File: config.mk
export PLATFORM = sky130hd
export DESIGN_NAME = sram_arbiter
export DESIGN_NICKNAME = d
export VERILOG_FILES = /design/src/rtl/sram_arbiter_pkg.sv /design/src/rtl/sram_arbiter_rr_arbiter2.sv /design/src/rtl/sram_arbiter.sv
export SDC_FILE = /design/constraint.sdc
export NUM_CORES = 1
export LEC_CHECK = 0
export CORE_MARGIN = 2
export CORE_UTILIZATION = 42
export DETAILED_ROUTE_END_ITERATION = 16
export MAX_ROUTING_LAYER = met4
export PLACE_DENSITY = 0.92
export RECOVER_POWER = 50
export SYNTH_ARGS = -nofsm -noshare
export SYNTH_HDL_FRONTEND = slang
export SYNTH_SLANG_ARGS = --single-unit
File: constraint.sdc
create_clock -name clk -period 2.9 [get_ports clk]
set_input_delay 0.29 -clock clk [delete_from_list [all_inputs] [get_ports clk]]
set_output_delay 0.29 -clock clk [all_outputs]
set_load 0.02 [all_outputs]
File: src/rtl/sram_arbiter_pkg.sv
// Shared definitions for the two-port SRAM arbiter: FSM encoding and port ids.
package sram_arbiter_pkg;

  typedef enum logic [1:0] {
    ST_IDLE  = 2'd0,
    ST_ISSUE = 2'd1,
    ST_RESP  = 2'd2
  } state_e;

  localparam logic PORT_CPU = 1'b0;
  localparam logic PORT_AUX = 1'b1;

endpackage : sram_arbiter_pkg

File: src/rtl/sram_arbiter_rr_arbiter2.sv
// Two-way round-robin select: on a tie the port that did not win last time is chosen.
module rr_arbiter2
  import sram_arbiter_pkg::*;
(
  input  logic [1:0] valid_i,
  input  logic       last_grant_i,
  output logic [1:0] grant_o
);

  // NOTE: every output of a combinational block gets a default first so no latch is inferred.
  always_comb begin
    grant_o = 2'b00;
    if (valid_i == 2'b11) begin
      grant_o = (last_grant_i == PORT_AUX) ? 2'b01 : 2'b10;
    end else begin
      grant_o = valid_i;
    end
  end

endmodule : rr_arbiter2

File: src/rtl/sram_arbiter.sv
// Shares one single-port SRAM between the CPU (port 0) and an auxiliary master (port 1),
// one transaction at a time, with round-robin fairness on contention.
module sram_arbiter
  import sram_arbiter_pkg::*;
#(
  parameter int DATA_WIDTH = 16,
  parameter int ADDR_WIDTH = 16
) (
  input  logic                  clk,
  input  logic                  reset,

  input  logic                  p0_valid,
  input  logic                  p0_we_n,
  input  logic [ADDR_WIDTH-1:0] p0_addr,
  input  logic [DATA_WIDTH-1:0] p0_wdata,
  output logic                  p0_ready,
  output logic                  p0_rsp_valid,
  output logic [DATA_WIDTH-1:0] p0_rdata,

  input  logic                  p1_valid,
  input  logic                  p1_we_n,
  input  logic [ADDR_WIDTH-1:0] p1_addr,
  input  logic [DATA_WIDTH-1:0] p1_wdata,
  output logic                  p1_ready,
  output logic                  p1_rsp_valid,
  output logic [DATA_WIDTH-1:0] p1_rdata,

  output logic [ADDR_WIDTH-1:0] mem_addr,
  output logic [DATA_WIDTH-1:0] mem_wdata,
  output logic                  mem_we_n,
  input  logic [DATA_WIDTH-1:0] mem_rdata
);

  state_e                state_q;
  logic                  owner_q;
  logic                  last_grant_q;
  logic                  is_read_q;
  logic [ADDR_WIDTH-1:0] mem_addr_q;
  logic [DATA_WIDTH-1:0] mem_wdata_q;
  logic                  mem_we_n_q;
  logic                  p0_rsp_q, p1_rsp_q;
  logic [DATA_WIDTH-1:0] p0_rdata_q, p1_rdata_q;
  logic [DATA_WIDTH-1:0] p0_rdata_d, p1_rdata_d;

  logic [1:0] grant;
  logic       can_grant;
  logic       winner;

  rr_arbiter2 u_rr (
    .valid_i      ({p1_valid, p0_valid}),
    .last_grant_i (last_grant_q),
    .grant_o      (grant)
  );

  assign can_grant = (state_q != ST_ISSUE) && (grant != 2'b00);
  assign winner    = grant[1] ? PORT_AUX : PORT_CPU;
  assign p0_ready  = can_grant & grant[0];
  assign p1_ready  = can_grant & grant[1];

  // The SRAM read data only exists in the response cycle, so it is forwarded
  // straight through then and latched to hold until that port's next response.
  assign p0_rdata_d = (p0_rsp_q && is_read_q) ? mem_rdata : p0_rdata_q;
  assign p1_rdata_d = (p1_rsp_q && is_read_q) ? mem_rdata : p1_rdata_q;

  assign p0_rdata     = p0_rdata_d;
  assign p1_rdata     = p1_rdata_d;
  assign p0_rsp_valid = p0_rsp_q;
  assign p1_rsp_valid = p1_rsp_q;
  assign mem_addr     = mem_addr_q;
  assign mem_wdata    = mem_wdata_q;
  assign mem_we_n     = mem_we_n_q;

  // NOTE: sequential state uses non-blocking assignments so every flop samples pre-edge values.
  always_ff @(posedge clk or posedge reset) begin
    if (reset) begin
      state_q      <= ST_IDLE;
      owner_q      <= PORT_CPU;
      last_grant_q <= PORT_AUX;
      is_read_q    <= 1'b0;
      mem_addr_q   <= '0;
      mem_wdata_q  <= '0;
      mem_we_n_q   <= 1'b1;
      p0_rsp_q     <= 1'b0;
      p1_rsp_q     <= 1'b0;
      p0_rdata_q   <= '0;
      p1_rdata_q   <= '0;
    end else begin
      p0_rsp_q   <= 1'b0;
      p1_rsp_q   <= 1'b0;
      mem_we_n_q <= 1'b1;
      p0_rdata_q <= p0_rdata_d;
      p1_rdata_q <= p1_rdata_d;
      unique case (state_q)
        ST_IDLE, ST_RESP: begin
          if (can_grant) begin
            state_q      <= ST_ISSUE;
            owner_q      <= winner;
            last_grant_q <= winner;
            mem_addr_q   <= (winner == PORT_AUX) ? p1_addr  : p0_addr;
            mem_wdata_q  <= (winner == PORT_AUX) ? p1_wdata : p0_wdata;
            mem_we_n_q   <= (winner == PORT_AUX) ? p1_we_n  : p0_we_n;
            is_read_q    <= (winner == PORT_AUX) ? p1_we_n  : p0_we_n;
          end else begin
            state_q <= ST_IDLE;
          end
        end
        ST_ISSUE: begin
          state_q  <= ST_RESP;
          p0_rsp_q <= (owner_q == PORT_CPU);
          p1_rsp_q <= (owner_q == PORT_AUX);
        end
        default: state_q <= ST_IDLE;
      endcase
    end
  end

endmodule : sram_arbiter

==> results of run 1 <==
[per-layer routing]
layer  part of all wire  wire length, microns  global-route usage  vias up
li1                   -                     -                   -     1220
met3              0.079                   645              0.0667        8
met5                  0                     0                   -        -
met1               0.39                  3240               0.231     1242
met2               0.51                  4220               0.364      111
met4              0.013                   106              0.0855        0
[power groups by stage]
stage          logic [mW]  registers (mW)  clock network [mW]
5_1_grt              2.00            1.53                1.01
3_5_place_dp         1.93            1.51                   0
2_1_floorplan       0.899            1.60                   0
6_report             1.87            1.49               0.939
3_3_place_gp         1.87            1.47                   0
4_1_cts              1.93            1.49               0.966
[sequential cells by signal (all words and copies together) (netlist names)]
name / flops
owner_q: 1
state_q: 2
p0_rsp_valid: 1
mem_addr: 16
mem_wdata: 16
is_read_q: 1
p1_rdata_q: 16
p0_rdata_q: 16
p1_rsp_valid: 1
mem_we_n: 1
last_grant_q: 1
[cells in the mapped netlist, types with 2 or more instances]
cell type / number / area (sq um)
nor3_1: 3 / 15.0
nor2_1: 36 / 135
buf_2: 4 / 20.0
a31oi_2: 10 / 125
nand2_1: 66 / 248
nand2_2: 2 / 12.5
buf_6: 8 / 90.1
buf_4: 4 / 30.0
inv_1: 3 / 11.3
dfrtp_1: 70 / 1750
dfstp_2: 2 / 52.6
a31oi_1: 24 / 150
mux2_2: 32 / 360
[critical path, cell delays in order (launching register included)]
cell and delay, ps:
dfrtp_1 420, nand2_2 340, mux2_2 430, clkdlybuf4s50_1 550
[cells by family after synthesis]
logic type | count (synthesis)
AO/OA/AOI/OAI | 39
buffers and inverters | 20
flip-flops | 72
multiplexers | 32
AND/OR/NAND/NOR | 108
[layout make-up]
type                            count  area [sq um]  area share
Clock inverter                      6           109      0.0225
Tap cell                           99           124      0.0256
Multi-Input combinational cell    179          1100       0.227
Inverter                            3          11.3     0.00232
Sequential cell                    72          1800       0.372
Clock buffer                       10           128      0.0263
Timing Repair Buffer              158          1570       0.324
[stage by stage]
stage / util / cell area (sq um)
floorplan: - / 3080
global placement: 0.644 / 4620
detailed placement: 0.644 / 4620
CTS: 0.677 / 4860
global route: 0.675 / 4850
finish: 0.675 / 4850
[cells in the final DEF (no fill, tap or decap), types with 2 or more instances in the layout]
| cell type | count |
|---|---|
| inv_1 | 2 |
| nand2_1 | 66 |
| buf_4 | 3 |
| nor3_1 | 3 |
| bufinv_16 | 3 |
| clkdlybuf4s50_1 | 153 |
| mux2_1 | 22 |
| clkinv_2 | 2 |
| clkbuf_8 | 9 |
| nand2_2 | 2 |
| dfstp_2 | 2 |
| a31oi_2 | 10 |
| mux2_2 | 10 |
| dfrtp_1 | 70 |
| nor2_1 | 36 |
| a31oi_1 | 24 |
[final timing paths]
check                                            from                         to  slack, ps  cells past startpoint
worst min register to register    owner_q$_DFFE_PP0P_     p0_rsp_valid$_DFF_PP0_        430                      1
worst max register to register   state_q[0]$_DFF_PP0_   mem_wdata[5]$_DFFE_PP0P_       1270                      4
worst max-delay path            is_read_q$_DFFE_PP0P_               p0_rdata[13]        530                      3
worst min-delay path              owner_q$_DFFE_PP0P_     p0_rsp_valid$_DFF_PP0_        430                      1
max in group asynchronous                       reset  mem_wdata[12]$_DFFE_PP0P_        810                      3
min in group asynchronous                       reset    p0_rdata_q[2]$_DFF_PP0_       1030                      3
==> results.py, run 1 <==
metrics = {
    "timing": {
        "period_share": 0.816,
        "tns_ps": 0,
        "whs_ps": 426,
        "fin_crit_ps": 2370,
        "hold_viol": 0,
        "slew_headroom": -0.166,
        "skew_ps": 8.81,
        "finalSetupViolCount": 0,
        "fin_ws_ps": 533,
        "slew_violations": 73,
        "tightestPinTransition_ps": 1750,
        "grt_setup_unrepaired": "no",
        "max_freq_ghz": 0.422,
    },
    "global_route": {
        "grt_pass1_vias": 2621,
        "grt_pass1_wl_microns": 12400,
        "antenna_found_initial": 0,
        "grt_remaining_overflow": 0,
        "grt_max_degree": 73,
        "grt_usage": 0.214,
    },
    "power": {
        "finalPower_mw": 4.30,
        "power_leakage_nw": 2.00,
        "pwr-share-clk": 0.218,
        "peakVddDrop_v": 0.000433,
        "pwr-share-comb": 0.435,
        "switching_share": 0.338,
        "switchingPower_mw": 1.46,
        "power-per-cell-area_nw_per_um2": 887,
        "seqPwrFrac": 0.347,
        "intPower_mw": 2.84,
    },
    "yosys": {
        "synthArstFlopShare": 1.00,
        "synth.mux.area_fraction": 0.117,
        "ys_warn_count": 0,
        "yosysUniqueCellTypes": 20,
        "netlist_instances": 271,
        "synth_top_family_by_area": "simple AND/OR/NAND/NOR gates",
        "ys_seq_area_frac": 0.586,
        "avgSynthCellArea_sq_um": 11.4,
        "synth_edf_count": 0,
        "synth_simple_gate_area_frac": 0.135,
        "syn_area_sq_um": 3080,
        "ys_ff_latch": 72,
        "synth-main-ff-cell": "dfrtp_1",
        "syn_nets": 357,
        "synthXorXnorAreaFrac": 0,
        "synth_compound_area_frac": 0.106,
        "synthAdderAreaFrac": 0,
    },
    "layout": {
        "fillers": 527,
        "syn_to_final_growth_pct": 57.5,
        "fin_cells": 527,
        "insertedDiodeCount": 0,
        "layout.nets": 509,
        "drive_above_1_share": 0.105,
    },
    "hold_path": {
        "hp-class": "reg -> reg",
    },
    "clock_tree": {
        "cts_made_buffers": 9,
        "cts_resized": 0,
        "clk_pin_slew_ps": 80,
        "cts.sinks": 72,
        "htreeDepth": 3,
        "cts_tree": "done",
        "root_buffer": "clkbuf_8",
        "postCtsSetupBuffers": 0,
        "clock_latency_ps": 330,
        "cts_hold_buffers": 0,
        "clock_path_buffers": 2,
    },
    "placement": {
        "dp_cells": 511,
        "gp_congestion": 0.777,
        "dp_hpwl_microns": 6030,
        "port_buffers": 154,
        "dp_slack_ps": 811,
    },
    "detailed_routing": {
        "routedWlPerCell_microns": 15.6,
        "dr.pass1.iters": 4,
        "num_vias": 2581,
        "drc_errors": 0,
        "drt_iter0_drc": 112,
        "postRouteAntennaNets": 0,
        "routed_wl_microns": 8210,
        "vias_per_cell": 4.90,
    },
    "critical_path": {
        "start_kind": "flip-flop",
        "critPathMaxFanout": 16,
        "critical_path_class": "reg -> out",
        "worstPathRequired_ps": 2610,
        "crit_path_end_kind": "output port",
        "arrival_ps": 2080,
    },
    "die": {
        "start_util": 0.429,
        "core-area_sq_um": 7180,
        "die_h_microns": 89.6,
        "num_rows": 31,
        "die_area_sq_um": 8030,
        "num_io_pins": 155,
        "die_w_microns": 89.6,
    },
    "run_status": {
        "outcome": "finished, violations left",
        "violations": "max-capacitance violations, max-slew violations",
    },
    "job": {
        "cap_violations": 1,
    },
}
Note: power is estimated with default switching activity, not from simulation.
==> run 2, diff against run 1 <==
--- a/config.mk
+++ b/config.mk
@@ -6,10 +6,10 @@
 export NUM_CORES = 1
 export LEC_CHECK = 0
 export CORE_MARGIN = 2
-export CORE_UTILIZATION = 42
+export CORE_UTILIZATION = 40
 export DETAILED_ROUTE_END_ITERATION = 16
 export MAX_ROUTING_LAYER = met4
-export PLACE_DENSITY = 0.92
+export PLACE_DENSITY = 0.88
 export RECOVER_POWER = 50
 export SYNTH_ARGS = -nofsm -noshare
 export SYNTH_HDL_FRONTEND = slang
==> constraint.sdc (replaced) <==
create_clock -name clk -period 2.3 [get_ports clk]
set_input_delay 0.23 -clock clk [delete_from_list [all_inputs] [get_ports clk]]
set_output_delay 0.23 -clock clk [all_outputs]
set_load 0.02 [all_outputs]
==> run 2 against run 1 <==
  * The flow still finishes with violations (max-capacitance violations, max-slew violations)
  * Wire length decreased by 4.5%
  * Setup slack got worse by 520 ps
  * Global-route usage down 1.9 points
  * First-iteration DRC count is 40% lower
  * Clock power grew 16%
  * Via count fell by 2.8%
  * Sequential power increased by 24%
  * Hold slack better by 2.7 ps
  * Sequential share of layout area is 0.12 points higher
  * Combinational power up 28%
  * Die area is 4.8% higher
  * Utilization decreased by 2.0 points
  * Largest cell class unchanged
  * Highest routed layer unchanged
==> results.py, run 2 (synthesized netlist as in run 1, its figures left out) <==
metrics = {
    "layout": {
        "multi_input_area_sq_um": 1100,
        "final_common_cell": "clkdlybuf4s50_1",
        "final_cell_mix": "clkdlybuf4s50_1, dfrtp_1, nand2_1, nor2_1, mux2_2",
        "fillers": 565,
        "layout.nets": 510,
        "insertedDiodeCount": 0,
        "syn_to_final_growth_pct": 57.0,
        "seqCellArea_sq_um": 1800,
        "drive_above_1_share": 0.145,
    },
    "detailed_routing": {
        "dr.pass1.iters": 4,
        "drc_errors": 0,
        "routed_wl_microns": 7840,
        "num_vias": 2508,
        "postRouteAntennaNets": 0,
        "drt_iter0_drc": 67,
        "routedWlPerCell_microns": 14.8,
        "vias_per_cell": 4.75,
    },
    "critical_path": {
        "worstPathRequired_ps": 2070,
        "worstPathCellList": "nand2_2 > mux2_2 > clkdlybuf4s50_1",
        "critPathMaxFanout": 16,
        "critical_path_class": "reg -> out",
        "start_kind": "flip-flop",
        "arrival_ps": 2060,
        "crit_slowest_cell": "clkdlybuf4s50_1",
        "slowest_delay_ps": 560,
        "crit_path_end_kind": "output port",
    },
    "run_status": {
        "violations": "max-capacitance violations, max-slew violations",
        "outcome": "finished, violations left",
    },
    "timing": {
        "hold_viol": 0,
        "grt_setup_unrepaired": "yes",
        "finalSetupViolCount": 0,
        "period_share": 0.995,
        "max_freq_ghz": 0.437,
        "tns_ps": 0,
        "fin_crit_ps": 2290,
        "skew_ps": 7.62,
        "whs_ps": 429,
        "tightestPinTransition_ps": 1550,
        "slew_violations": 29,
        "slew_headroom": -0.0341,
    },
    "placement": {
        "gp_congestion": 0.728,
        "port_buffers": 154,
        "dp_hpwl_microns": 5670,
    },
    "clock_tree": {
        "postCtsSetupBuffers": 0,
        "clock_path_buffers": 2,
        "clk_pin_slew_ps": 80,
        "cts_made_buffers": 9,
        "cts.sinks": 72,
        "cts_tree": "done",
        "cts_hold_buffers": 0,
        "clock_latency_ps": 330,
        "htreeDepth": 3,
        "root_buffer": "clkbuf_8",
        "cts_resized": 0,
    },
    "power": {
        "power_leakage_nw": 1.99,
        "power-per-cell-area_nw_per_um2": 1100,
        "peakVddDrop_v": 0.000427,
    },
    "global_route": {
        "top_usage_layer": "met2",
        "met3_usage": 0.0592,
        "grt_max_degree": 70,
        "antenna_found_initial": 0,
        "grt_usage": 0.195,
        "grtUsageMet1": 0.229,
        "use_met2": 0.329,
        "grt_remaining_overflow": 0,
        "grt_pass1_wl_microns": 12500,
        "grt_pass1_vias": 2553,
    },
    "hold_path": {
        "hp-class": "reg -> reg",
    },
    "die": {
        "die_h_microns": 91.7,
        "die_w_microns": 91.7,
        "core-area_sq_um": 7370,
        "die_area_sq_um": 8410,
        "num_rows": 31,
        "start_util": 0.417,
        "num_io_pins": 155,
    },
    "job": {
        "cap_violations": 1,
    },
}
==> run 2: area by class of cell <==
cell class | instances | area share
Clock buffer | 10 | 0.0264
Inverter | 3 | 0.00233
Sequential cell | 72 | 0.373
Timing Repair Buffer | 159 | 0.325
Tap cell | 99 | 0.0256
Clock inverter | 6 | 0.0192
Multi-Input combinational cell | 179 | 0.228
==> run 2: where the power goes <==
part,leakage (nW),switching (mW),total (mW),internal (mW)
Clock,0.103,0.472,1.09,0.617
Combinational,1.06,1.19,2.39,1.20
Sequential,0.828,0.151,1.85,1.70
==> run 2: worst paths after layout <==
path	start	end	slack [ps]	cells past startpoint
hold / removal	owner_q$_DFFE_PP0P_	p0_rsp_valid$_DFF_PP0_	430	1
min in group asynchronous	reset	p0_rdata_q[10]$_DFF_PP0_	710	3
setup reg to reg	state_q[0]$_DFF_PP0_	mem_wdata[5]$_DFFE_PP0P_	280	3
hold reg to reg	owner_q$_DFFE_PP0P_	p0_rsp_valid$_DFF_PP0_	430	1
max in group asynchronous	reset	mem_addr[7]$_DFFE_PP0P_	480	3
setup / recovery	is_read_q$_DFFE_PP0P_	p1_rdata[8]	10	3
==> run 2: metal layers <==
| layer | vias up | share of wire |
|---|---|---|
| met1 | 1169 | 0.44 |
| li1 | 1223 | - |
| met4 | 0 | 0.0087 |
| met2 | 111 | 0.47 |
| met5 | - | 0 |
| met3 | 5 | 0.081 |
==> run 2: metrics by stage <==
stage / worst slack, ps / util / std cells / power (mW) / area (sq um)
2_1_floorplan: 248 / - / 271 / 3.15 / 3080
3_3_place_gp: 374 / 0.629 / 512 / 4.23 / 4630
3_5_place_dp: 334 / 0.629 / 512 / 4.31 / 4630
4_1_cts: -6.25 / 0.658 / 528 / 5.41 / 4850
5_1_grt: -93.5 / 0.656 / 528 / 5.62 / 4830
6_report: 10.7 / 0.656 / 528 / 5.33 / 4830
==> run 2: worst max-delay path, delay by kind of cell, from the launching register on <==
family | cells | cell delay, ps
DFF | 1 | 420
and+or+nand+nor | 1 | 340
muxes | 1 | 400
buffers and inverters | 1 | 560
==> run 3, diff against run 2 <==
--- a/config.mk
+++ b/config.mk
@@ -14,3 +14,4 @@
 export SYNTH_ARGS = -nofsm -noshare
 export SYNTH_HDL_FRONTEND = slang
 export SYNTH_SLANG_ARGS = --single-unit
+export TNS_END_PERCENT = 20
==> constraint.sdc (replaced) <==
create_clock -name clk -period 2.4 [get_ports clk]
set_input_delay 0.24 -clock clk [delete_from_list [all_inputs] [get_ports clk]]
set_output_delay 0.24 -clock clk [all_outputs]
set_load 0.02 [all_outputs]
==> run 3 against run 2 <==
  * The flow still finishes with violations (max-capacitance violations, max-slew violations)
  * Clock-buffer cell count up 1
  * Critical path depth unchanged
  * Clock skew down 0.53 ps
  * Cell count down 0.19%
  * Register-to-register slack better by 30 ps
  * Via count up 1.5%
  * Wire length up 3.7%
  * Power down 0.67%
  * First-iteration DRC count up 45%
  * Critical path type unchanged
  * Highest routed layer unchanged
==> results.py, run 3 (synthesized netlist as in run 1, its figures left out) <==
metrics = {
    "run_status": {
        "outcome": "finished, violations left",
        "violations": "max-capacitance violations, max-slew violations",
    },
    "placement": {
        "dp_hpwl_microns": 5740,
        "gp_congestion": 0.707,
        "port_buffers": 154,
    },
    "layout": {
        "syn_to_final_growth_pct": 58.5,
        "insertedDiodeCount": 0,
        "drive_above_1_share": 0.112,
        "layout.nets": 509,
        "final_cell_mix": "clkdlybuf4s50_1, dfrtp_1, nand2_1, nor2_1, a31oi_1",
        "final_common_cell": "clkdlybuf4s50_1",
    },
    "global_route": {
        "grt_pass1_wl_microns": 12700,
        "grt_max_degree": 73,
        "grt_pass1_vias": 2591,
        "grt_remaining_overflow": 0,
        "antenna_found_initial": 0,
        "grt_usage": 0.200,
    },
    "critical_path": {
        "arrival_ps": 1980,
        "worstPathRequired_ps": 2160,
        "cp-startpoint": "is_read_q$_DFFE_PP0P_",
        "rr_worst_depth": 4,
        "endpoint": "p1_rdata[3]",
        "critPathMaxFanout": 16,
        "reg2reg_slack_ps": 310,
        "crit_path_end_kind": "output port",
        "r2r_end": "mem_addr[12]$_DFFE_PP0P_",
        "start_kind": "flip-flop",
        "critical_path_class": "reg -> out",
        "reg2reg_from": "state_q[0]$_DFF_PP0_",
    },
    "timing": {
        "tns_ps": 0,
        "grt_setup_unrepaired": "no",
        "tightestPinTransition_ps": 1750,
        "hold_viol": 0,
        "max_freq_ghz": 0.450,
        "fin_crit_ps": 2220,
        "slew_violations": 73,
        "slew_headroom": -0.164,
        "period_share": 0.926,
        "whs_ps": 434,
        "skew_ps": 7.09,
        "finalSetupViolCount": 0,
    },
    "detailed_routing": {
        "drt_iter0_drc": 97,
        "dr.pass1.iters": 4,
        "postRouteAntennaNets": 0,
        "routedWlPerCell_microns": 15.4,
        "routed_wl_microns": 8130,
        "drc_errors": 0,
        "num_vias": 2545,
        "vias_per_cell": 4.83,
    },
    "clock_tree": {
        "root_buffer": "clkbuf_8",
        "cts_tree": "done",
        "clk_pin_slew_ps": 70,
        "cts_made_buffers": 9,
        "clock_latency_ps": 330,
        "clock_path_buffers": 2,
        "cts.sinks": 72,
        "htreeDepth": 3,
    },
    "die": {
        "num_io_pins": 155,
        "die_h_microns": 91.7,
        "die_area_sq_um": 8410,
        "start_util": 0.417,
        "die_w_microns": 91.7,
        "num_rows": 31,
        "core-area_sq_um": 7370,
    },
    "power": {
        "switching_share": 0.329,
        "seqPwrFrac": 0.338,
        "peakVddDrop_v": 0.000394,
        "pwr-share-clk": 0.234,
        "intPower_mw": 3.56,
        "pwr-share-comb": 0.429,
        "switchingPower_mw": 1.74,
        "power-per-cell-area_nw_per_um2": 1090,
        "power_leakage_nw": 2.02,
    },
    "hold_path": {
        "worstHoldStart": "owner_q$_DFFE_PP0P_",
        "hp-class": "reg -> reg",
    },
    "job": {
        "cap_violations": 1,
    },
}
run 3: cell types whose count changed in the layout (fill, tap and decap cells not counted), sizes merged:
cell           change
clkinvlp           -2
clkbuf             +1
buf                -1
bufinv             +2
inv                -2
dlygate4sd3        -1
clkdlybuf4s50      +1
clkinv             +1
run 3: how the worst min path moves through the flow:
stage / slack, ps / end / cells after the start
2_1_floorplan: 310 / last_grant_q$_DFFE_PP1P_ / 1
3_3_place_gp: 410 / p0_rsp_valid$_DFF_PP0_ / 1
3_5_place_dp: 420 / p0_rsp_valid$_DFF_PP0_ / 1
4_1_cts: 310 / p0_rdata_q[0]$_DFF_PP0_ / 3
5_1_grt: 440 / mem_wdata[3]$_DFFE_PP0P_ / 3
6_report: 430 / p0_rsp_valid$_DFF_PP0_ / 1
run 3: area by class of cell:
class	instances	area, sq um
sequential	72	1800
inverter	3	11.3
clock inverter	5	129
tap	99	124
clock buffer	11	131
fill	574	2490
multi-input combinational	179	1110
timing repair buffer	158	1570
run 3: per-layer routing:
layer	wire [microns]	vias to the layer above	track usage
li1	-	1221	-
met1	3570	1204	0.236
met2	3950	111	0.336
met3	529	9	0.0542
met4	82	0	0.0647
met5	0	-	-
run 3: worst max-delay path, cell delays in order (launching register included):
cell             delay [ps]
dfrtp_1                 450
nand2_4                 250
mux2_2                  380
clkdlybuf4s50_1         560
run 3: through the flow:
stage                util  power, mW  instance area [sq um]  std cells  setup WS [ps]
floorplan               -       3.02                   3080        271            338
global placement    0.629       4.05                   4640        511            448
detailed placement  0.629       4.14                   4640        511            418
CTS                 0.665       5.40                   4900        527           48.1
global route        0.662       5.57                   4880        527           65.9
finish              0.662       5.30                   4880        527            178
run 3: what timing repair did:
action	in CTS	in global routing
resized for setup	0	2
hold buffers	0	0
hold endpoints to repair	0	0
endpoints found under the setup margin	0	13
buffers inserted	0	0
run 3: power by group through the flow:
stage	combinational [mW]	sequential (mW)	clock, mW
final	2.27	1.79	1.24
after global routing	2.41	1.84	1.33
after CTS	2.33	1.79	1.28
after detailed placement	2.33	1.81	0
after global placement	2.27	1.78	0
after floorplan	1.09	1.93	0
